$ cat src/rtl/vga_timing_gen.sv
// vga_timing_gen
//   Raster timing generator for the screen path. A clock-enable divider
//   produces one pixel tick every CLK_DIV system clocks. Pixel/line/frame
//   counters advance on that tick. Sync and active-video flags can be delayed
//   by PIPE ticks so they stay aligned with a pipelined pixel generator.
//
// Ports
//   clk          system clock
//   rst          asynchronous reset, active low
//   en           run enable; low clears all state on the next edge
//   pix_en       one-clk pixel tick
//   hsync/vsync  sync outputs, delayed PIPE ticks, polarity H_POL/V_POL
//   valid        active video, delayed PIPE ticks
//   h_cnt/v_cnt  coordinates inside the active area (0 outside), undelayed
//   line_start   tick at pixel 0 of every line
//   frame_start  tick at pixel 0 of line 0
//   frame_cnt    completed frames, wraps at 16 bits
module vga_timing_gen #(
    parameter int unsigned HD      = 640,
    parameter int unsigned HF      = 16,
    parameter int unsigned HS      = 96,
    parameter int unsigned HB      = 48,
    parameter int unsigned VD      = 480,
    parameter int unsigned VF      = 10,
    parameter int unsigned VS      = 2,
    parameter int unsigned VB      = 33,
    parameter int unsigned H_POL   = 0,
    parameter int unsigned V_POL   = 0,
    parameter int unsigned CLK_DIV = 4,
    parameter int unsigned PIPE    = 0,
    parameter int unsigned CW      = 10
) (
    input  logic          clk,
    input  logic          rst,
    input  logic          en,
    output logic          pix_en,
    output logic          hsync,
    output logic          vsync,
    output logic          valid,
    output logic [CW-1:0] h_cnt,
    output logic [CW-1:0] v_cnt,
    output logic          line_start,
    output logic          frame_start,
    output logic [15:0]   frame_cnt
);

    localparam int unsigned HT  = HD + HF + HS + HB;
    localparam int unsigned VT  = VD + VF + VS + VB;
    localparam int unsigned PXW = (HT > 1) ? $clog2(HT) : 1;
    localparam int unsigned LNW = (VT > 1) ? $clog2(VT) : 1;
    localparam int unsigned DVW = (CLK_DIV > 1) ? $clog2(CLK_DIV) : 1;
    localparam int unsigned SW  = (PIPE > 0) ? PIPE : 1;

    localparam logic [DVW-1:0] DIV_LAST = DVW'(CLK_DIV - 1);
    localparam logic [PXW-1:0] PX_LAST  = PXW'(HT - 1);
    localparam logic [LNW-1:0] LN_LAST  = LNW'(VT - 1);
    localparam logic [PXW-1:0] PX_ACT   = PXW'(HD);
    localparam logic [LNW-1:0] LN_ACT   = LNW'(VD);
    localparam logic [PXW-1:0] HS_BEG   = PXW'(HD + HF);
    localparam logic [PXW-1:0] HS_END   = PXW'(HD + HF + HS - 1);
    localparam logic [LNW-1:0] VS_BEG   = LNW'(VD + VF);
    localparam logic [LNW-1:0] VS_END   = LNW'(VD + VF + VS - 1);

    logic [DVW-1:0] div_q,       div_d;
    logic [PXW-1:0] pixel_q,     pixel_d;
    logic [LNW-1:0] line_q,      line_d;
    logic [15:0]    frame_cnt_q, frame_cnt_d;
    logic [SW-1:0]  hs_q,        hs_d;
    logic [SW-1:0]  vs_q,        vs_d;
    logic [SW-1:0]  va_q,        va_d;

    logic tick;
    logic live;
    logic hs_raw, vs_raw, va_raw;
    logic hs_o, vs_o, va_o;

    assign tick = en & (div_q == DIV_LAST);

    // Outputs are forced to their idle values combinationally whenever the
    // block is held (reset or en low), so they clear without waiting a clock.
    assign live = en & rst;

    assign hs_raw = (pixel_q >= HS_BEG) && (pixel_q <= HS_END);
    assign vs_raw = (line_q >= VS_BEG) && (line_q <= VS_END);
    assign va_raw = (pixel_q < PX_ACT) && (line_q < LN_ACT);

    always_comb begin
        div_d       = div_q;
        pixel_d     = pixel_q;
        line_d      = line_q;
        frame_cnt_d = frame_cnt_q;
        hs_d        = hs_q;
        vs_d        = vs_q;
        va_d        = va_q;
        if (!en) begin
            div_d       = '0;
            pixel_d     = '0;
            line_d      = '0;
            frame_cnt_d = '0;
            hs_d        = '0;
            vs_d        = '0;
            va_d        = '0;
        end else if (tick) begin
            div_d = '0;
            // Delay line: stage 0 takes the current decode, last stage drives out.
            hs_d  = (hs_q << 1) | SW'(hs_raw);
            vs_d  = (vs_q << 1) | SW'(vs_raw);
            va_d  = (va_q << 1) | SW'(va_raw);
            if (pixel_q == PX_LAST) begin
                pixel_d = '0;
                if (line_q == LN_LAST) begin
                    line_d      = '0;
                    frame_cnt_d = frame_cnt_q + 16'd1;
                end else begin
                    line_d = line_q + LNW'(1);
                end
            end else begin
                pixel_d = pixel_q + PXW'(1);
            end
        end else begin
            div_d = div_q + DVW'(1);
        end
    end

    always_ff @(posedge clk or negedge rst) begin
        if (!rst) begin
            div_q       <= '0;
            pixel_q     <= '0;
            line_q      <= '0;
            frame_cnt_q <= '0;
            hs_q        <= '0;
            vs_q        <= '0;
            va_q        <= '0;
        end else begin
            div_q       <= div_d;
            pixel_q     <= pixel_d;
            line_q      <= line_d;
            frame_cnt_q <= frame_cnt_d;
            hs_q        <= hs_d;
            vs_q        <= vs_d;
            va_q        <= va_d;
        end
    end

    assign hs_o = live & ((PIPE == 0) ? hs_raw : hs_q[SW-1]);
    assign vs_o = live & ((PIPE == 0) ? vs_raw : vs_q[SW-1]);
    assign va_o = live & ((PIPE == 0) ? va_raw : va_q[SW-1]);

    assign pix_en      = live & (div_q == DIV_LAST);
    assign hsync       = (H_POL != 0) ? hs_o : ~hs_o;
    assign vsync       = (V_POL != 0) ? vs_o : ~vs_o;
    assign valid       = va_o;
    assign h_cnt       = (live && (pixel_q < PX_ACT)) ? CW'(pixel_q) : '0;
    assign v_cnt       = (live && (line_q < LN_ACT)) ? CW'(line_q) : '0;
    assign line_start  = pix_en & (pixel_q == '0);
    assign frame_start = line_start & (line_q == '0);
    assign frame_cnt   = live ? frame_cnt_q : '0;

endmodule

$ cat config.mk
export PLATFORM = sky130hd
export DESIGN_NAME = vga_timing_gen
export DESIGN_NICKNAME = d
export VERILOG_FILES = /design/src/rtl/vga_timing_gen.sv
export SDC_FILE = /design/constraint.sdc
export NUM_CORES = 1
export LEC_CHECK = 0
export CAP_MARGIN = 40
export CORE_MARGIN = 2
export CORE_UTILIZATION = 43
export CTS_CLUSTER_DIAMETER = 80
export CTS_CLUSTER_SIZE = 28
export DETAILED_ROUTE_END_ITERATION = 7
export DONT_BUFFER_PORTS = 1
export MAX_ROUTING_LAYER = met4
export PLACE_DENSITY = 0.61
export SETUP_SLACK_MARGIN = 0.4
export SLEW_MARGIN = 10
export SYNTH_ARGS = -nofsm -noshare
export SYNTH_HDL_FRONTEND = slang
export SYNTH_SLANG_ARGS = --single-unit
$ cat constraint.sdc
create_clock -name clk -period 2.9 [get_ports clk]
set_input_delay 0.58 -clock clk [delete_from_list [all_inputs] [get_ports clk]]
set_output_delay 0.58 -clock clk [all_outputs]
set_load 0.02 [all_outputs]
==> Yosys cells after proc, flatten, opt, wreduce, memory -nomap -nowiden <==
Cells that the tools add are included.
{ "word_totals": {"output_inout_bits": 42, "wordCells": 55, "ff_bits": 38, "input_bits": 3} }
{ "classes": {"n_reduce_logical": 9, "magnitude_cmp": 6, "mux": 16, "addsub": 4, "n_bitwise": 10, "n_eq_ne": 6} }
{ "ops": {"columns": ["cell", "count"], "rows": [
  ["10-bit 2-to-1 mux", 9],
  ["16-bit 2-to-1 mux", 5],
  ["10-bit by 1-bit adder with 10-bit output, second input constant", 2],
  ["10-bit equality test, second input constant", 2],
  ["10-bit logical NOT", 2],
  ["16-bit by 1-bit adder with 16-bit output, second input constant", 1],
  ["10-bit greater-or-equal comparator, second input constant", 1],
  ["10-bit by 9-bit greater-or-equal comparator with 1-bit output, second input constant", 1],
  ["10-bit <= comparator, second input constant", 1],
  ["10-bit by 9-bit <= comparator with 1-bit output, second input constant", 1],
  ["10-bit < comparator, second input constant", 1],
  ["10-bit by 9-bit < comparator with 1-bit output, second input constant", 1],
  ["1-bit bitwise AND", 8],
  ["2-bit by 1-bit inequality test with 1-bit output, second input constant", 3],
  ["1-bit logical AND", 5],
  ["2-bit 2-to-1 mux", 2],
  ["3-bit AND reduction", 1],
  ["2-bit by 1-bit adder with 2-bit output, second input constant", 1],
  ["2-bit equality test, second input constant", 1],
  ["1-bit NOT", 2],
  ["2-bit AND reduction", 1]
]} }

==> Logic depth before layout (Yosys ltp) <==
{ "logic_depth": {"ltp_word": 5, "ltp_mapped": 8, "ltp_nobuf": 6} }

==> Worst setup path after synthesis <==
OpenSTA, ideal clock, no wires.
{ "synth_timing": {"kind": "reg-to-output", "from": "register div_q[0]", "to": "output frame_start", "required_time_ns": 2.320, "path_buffers": 1, "path_slack_ns": 0.028, "arrival_ns": 2.292, "stages_incl_launch_ff": 6, "cell_sequence": "dfrtp_1 > ha_1 > or4b_4 > buf_6 > nor4_1 > and4_1"} }
{ "synth_between": {"elab_chain_cells": 4} }
{ "synth_rtl": {"columns": ["element", "line", "text"], "rows": [
  ["from (decl)", "64", "logic [DVW-1:0] div_q, div_d;"],
  ["from (signal assigned)", "135", "div_q <= div_d;"],
  ["2-bit equality test", "149", "assign pix_en = live & (div_q == DIV_LAST);"],
  ["1-bit bitwise AND", "149", null],
  ["1-bit bitwise AND", "155", "assign line_start = pix_en & (pixel_q == '0);"],
  ["named net line_start", "42", "output logic line_start,"],
  ["1-bit bitwise AND", "156", "assign frame_start = line_start & (line_q == '0);"],
  ["to (decl)", "43", "output logic frame_start,"]
]} }
The timed path passes the listed nets, and every way through them passes these cells.

==> Final worst setup path <==
{ "layout_timing": {"from": "register div_q[0]", "to": "register frame_cnt_q[4]"} }
{ "layout_between": {"elab_chain_cells": 4} }
{ "layout_rtl": {"columns": ["element", "line", "text"], "rows": [
  ["2-bit equality test", "77", "assign tick = en & (div_q == DIV_LAST);"],
  ["1-bit bitwise AND", "77", null],
  ["2-bit by 1-bit inequality test with 1-bit output (no source line)", null, null],
  ["3-bit AND reduction (no source line)", null, null],
  ["to (signal assigned)", "138", "frame_cnt_q <= frame_cnt_d;"],
  ["to (decl)", "67", "logic [15:0] frame_cnt_q, frame_cnt_d;"]
]} }
Every way passes these cells.
A chain may end at the register's enable or synchronous reset.

==> metrics <==
total chip power=995 uW; Synth Register Bits=38; Leak Pwr=0.00116 uW; post-synthesis cell area=2560 sq um; sequential share of power=54.1%; synth unique cells=39; unrepaired setup endpoints after global routing=no; clock network fraction of total power=39.0%; Yosys Warn Count=0; port bufs=0; Die W=81.2 um; root buffer cell=clkbuf_8; fmax=413 MHz; placed insts=365; Die H=81.2 um; area fraction of the dominant cell type after synthesis=37.1%; slowest stage cell, crit path=or3_4; ant diodes=0; CP max FO=23; Worst Skew=0.00859 ns; CTS Sinks=38; Sw Ratio=24.5%; multi-input combinational cell area=1470 sq um; status=finished, final reports clean; Commonest cells post-synth=dfrtp_1 (38), nand2_1 (30), and2_1 (18), and3_1 (16), nor2_1 (16); register area share after synthesis=37.1%; Initial Util=43.8%; Detailed Routing Iterations Pass 1=4; arrival time at the worst endpoint=2.64 ns; largest stage delay on the critical path=0.51 ns; cell internal pwr=751 uW; Core Box Area=5850 sq um; Area Overhead vs Synth=9.48%; fillers=576; Reg2Reg Setup Slack=0.48 ns; Tmin final=2.42 ns; setup_tns=0 ns; path type of the worst min-delay path=input pin to async pin; placer congestion estimate=0.832; number of CTS-inserted buffers=5; max-cap viol count=0; fraction of layout cells with a size suffix above 1=12.5%; CP delay by family, top=simple AND/OR/NAND/NOR gates; Placed Area=2630 sq um; # IOs=45; placed wire-length estimate=4.07 mm; row cnt=28; relative slew slack=54.4%; clock-pin slew on the worst setup and hold paths=0.08 ns; final WL=6.20 mm; largest cells by area after synthesis=dfrtp_1 (37%), and2_1 (4.4%), nand2_1 (4.4%), and3_1 (3.9%), mux2i_1 (3.9%); combinational share of power=6.9%; Tcrit/Tclk final=83.5%; final-report setup violation count=0; Synth area leader=dfrtp_1; most common cell in the netlist=dfrtp_1; later-pin clock latency in the skew report=0.30 ns; vias=2,222; Final Cell Area=2800 sq um; Worst EP required=3.12 ns; Power per Cell Area=355 nW/um^2; initial drt markers=133; worst reg-to-reg path cell count=6; Reg area=951 sq um; reg2reg end=frame_cnt_q[4]$_DFFE_PN0P_; Overall Global Routing Usage=20.7%; number of global-route vias before repair=1,984; routed length per instance=16.4 um; DIE AREA=6590 sq um; antenna violations before repair=0; nets@finish=312; largest net degree at the start of global routing=43; kind of critical path=flop to flop; Hold Vio Cnt, Final=0; Slew @ Worst Pin=0.678 ns; Post-synth EDFFs=0; crit-path cells=ha_4 > or4b_4 > buf_4 > or3_4 > or4_1 > a21oi_1; Reg-to-Reg Start=div_q[0]$_DFF_PN0_; grt ovf=0; first-pass GRT wire length=10.2 mm; Critical Path Source Type=flop; Syn Inst Count=296; WP buf/inv=1; CTS tree=yes; ys flop type=dfrtp_1; Setup crit end kind=flop; Mapped Nets=306; NetSw=244 uW; post-route ant nets=0; DR DRC count=0; Worst VDD drop=0.198 mV; Vias per Instance=5.88; worst-case clock buffer depth=2; Pins Over Slew Limit=0; syn_area_per_cell=8.65 sq um; Final Instance Count excl. Fillers=378; async set-or-reset flop fraction in the synthesized netlist=100%; # H-tree levels=2
-- sequential cells by signal, summed over array words and instances (netlist names) --
name and flops:
pixel_q 10, line_q 10, frame_cnt_q 16, div_q 2
-- logic make-up (layout without fill, tap and decap cells) --
kind of cell,count (synthesis),after routing,share of synthesized area (%)
fa+ha+maj,7,7,3.42
compound gates,37,37,8.90
simple gates,163,163,35.8
buf+inv,30,37,7.28
mux,10,10,3.91
xor+xnor,10,10,3.42
other cells,1,1,0.146
flops,38,38,37.1
-- worst max path at each step --
| stage | startpoint | end | slack (ns) | depth (start not counted) |
|---|---|---|---|---|
| 2_1_floorplan | div_q[0]$_DFF_PN0_ | line_q[7]$_DFFE_PN0P_ | 0.42 | 7 |
| 3_3_place_gp | div_q[0]$_DFF_PN0_ | frame_cnt_q[3]$_DFFE_PN0P_ | 0.25 | 5 |
| 3_5_place_dp | div_q[0]$_DFF_PN0_ | frame_cnt_q[4]$_DFFE_PN0P_ | 0.20 | 5 |
| 4_1_cts | div_q[0]$_DFF_PN0_ | frame_start | 0.35 | 4 |
| 5_1_grt | div_q[0]$_DFF_PN0_ | frame_cnt_q[6]$_DFFE_PN0P_ | 0.41 | 6 |
| 6_report | div_q[0]$_DFF_PN0_ | frame_cnt_q[4]$_DFFE_PN0P_ | 0.48 | 6 |
-- per-stage QoR --
| step | util (%) | hold slack, ns | setup WS [ns] |
|---|---|---|---|
| finish | 47.9 | 0.116 | 0.477 |
| global route | 47.9 | 0.119 | 0.408 |
| CTS | 47.8 | 0.119 | 0.352 |
| detailed placement | 44.9 | 0.286 | 0.202 |
| global placement | 44.9 | 0.286 | 0.249 |
| floorplan | - | 0.284 | 0.418 |
-- placed cells by master (no fill, tap or decap), types with 6 or more instances in the layout --
cell and count:
dfrtp_1 38, nand2_1 30, buf_4 19, and2_1 18
and3_1 16, nor2_1 16, a21oi_1 15, nor4_1 14
nand4_1 11, nor3_1 10, nand2b_1 10, nand3_1 10
mux2i_1 10, inv_1 9, or4_1 9, o31ai_1 9
xnor2_1 8, o21ai_0 6, ha_1 6, clkbuf_8 6
-- routing by layer --
metal  part of all wire, %  wire length [um]  vias up  track usage (%)
met4                   1.3                78        0             6.44
li1                      -                 -     1078                -
met5                     0                 0        -                -
met2                    46              2860       53             31.2
met3                   4.7               290        6             4.00
met1                    48              2970     1085             28.3
-- worst reg2reg max path, cell delays in order (launching register included) --
cell	delay, ns
dfrtp_1	0.39
ha_4	0.14
or4b_4	0.47
buf_4	0.18
or3_4	0.51
or4_1	0.50
a21oi_1	0.16
-- power groups by stage --
stage | clock network, uW | registers [uW] | logic [uW]
6_report | 388 | 538 | 68.5
5_1_grt | 424 | 539 | 78.3
4_1_cts | 402 | 538 | 67.5
3_5_place_dp | 0 | 547 | 48.1
3_3_place_gp | 0 | 547 | 47.7
2_1_floorplan | 0 | 547 | 44.6
-- layout make-up --
type | count | area share (%)
inverter | 9 | 1.21
multi-input combinational | 228 | 52.3
clock inverter | 2 | 0.446
sequential | 38 | 33.9
clock buffer | 6 | 2.95
timing repair buffer | 20 | 5.80
tap | 75 | 3.35
-- what timing repair did --
item / in CTS / in global routing
buffers inserted: 3 / 1
pin swaps: 3 / 3
hold buffers: 1 / 0
gates resized for setup: 7 / 0
setup endpoints to repair: 29 / 4
hold endpoints to repair: 38 / 0
Note: power is estimated with default switching activity, not from simulation.
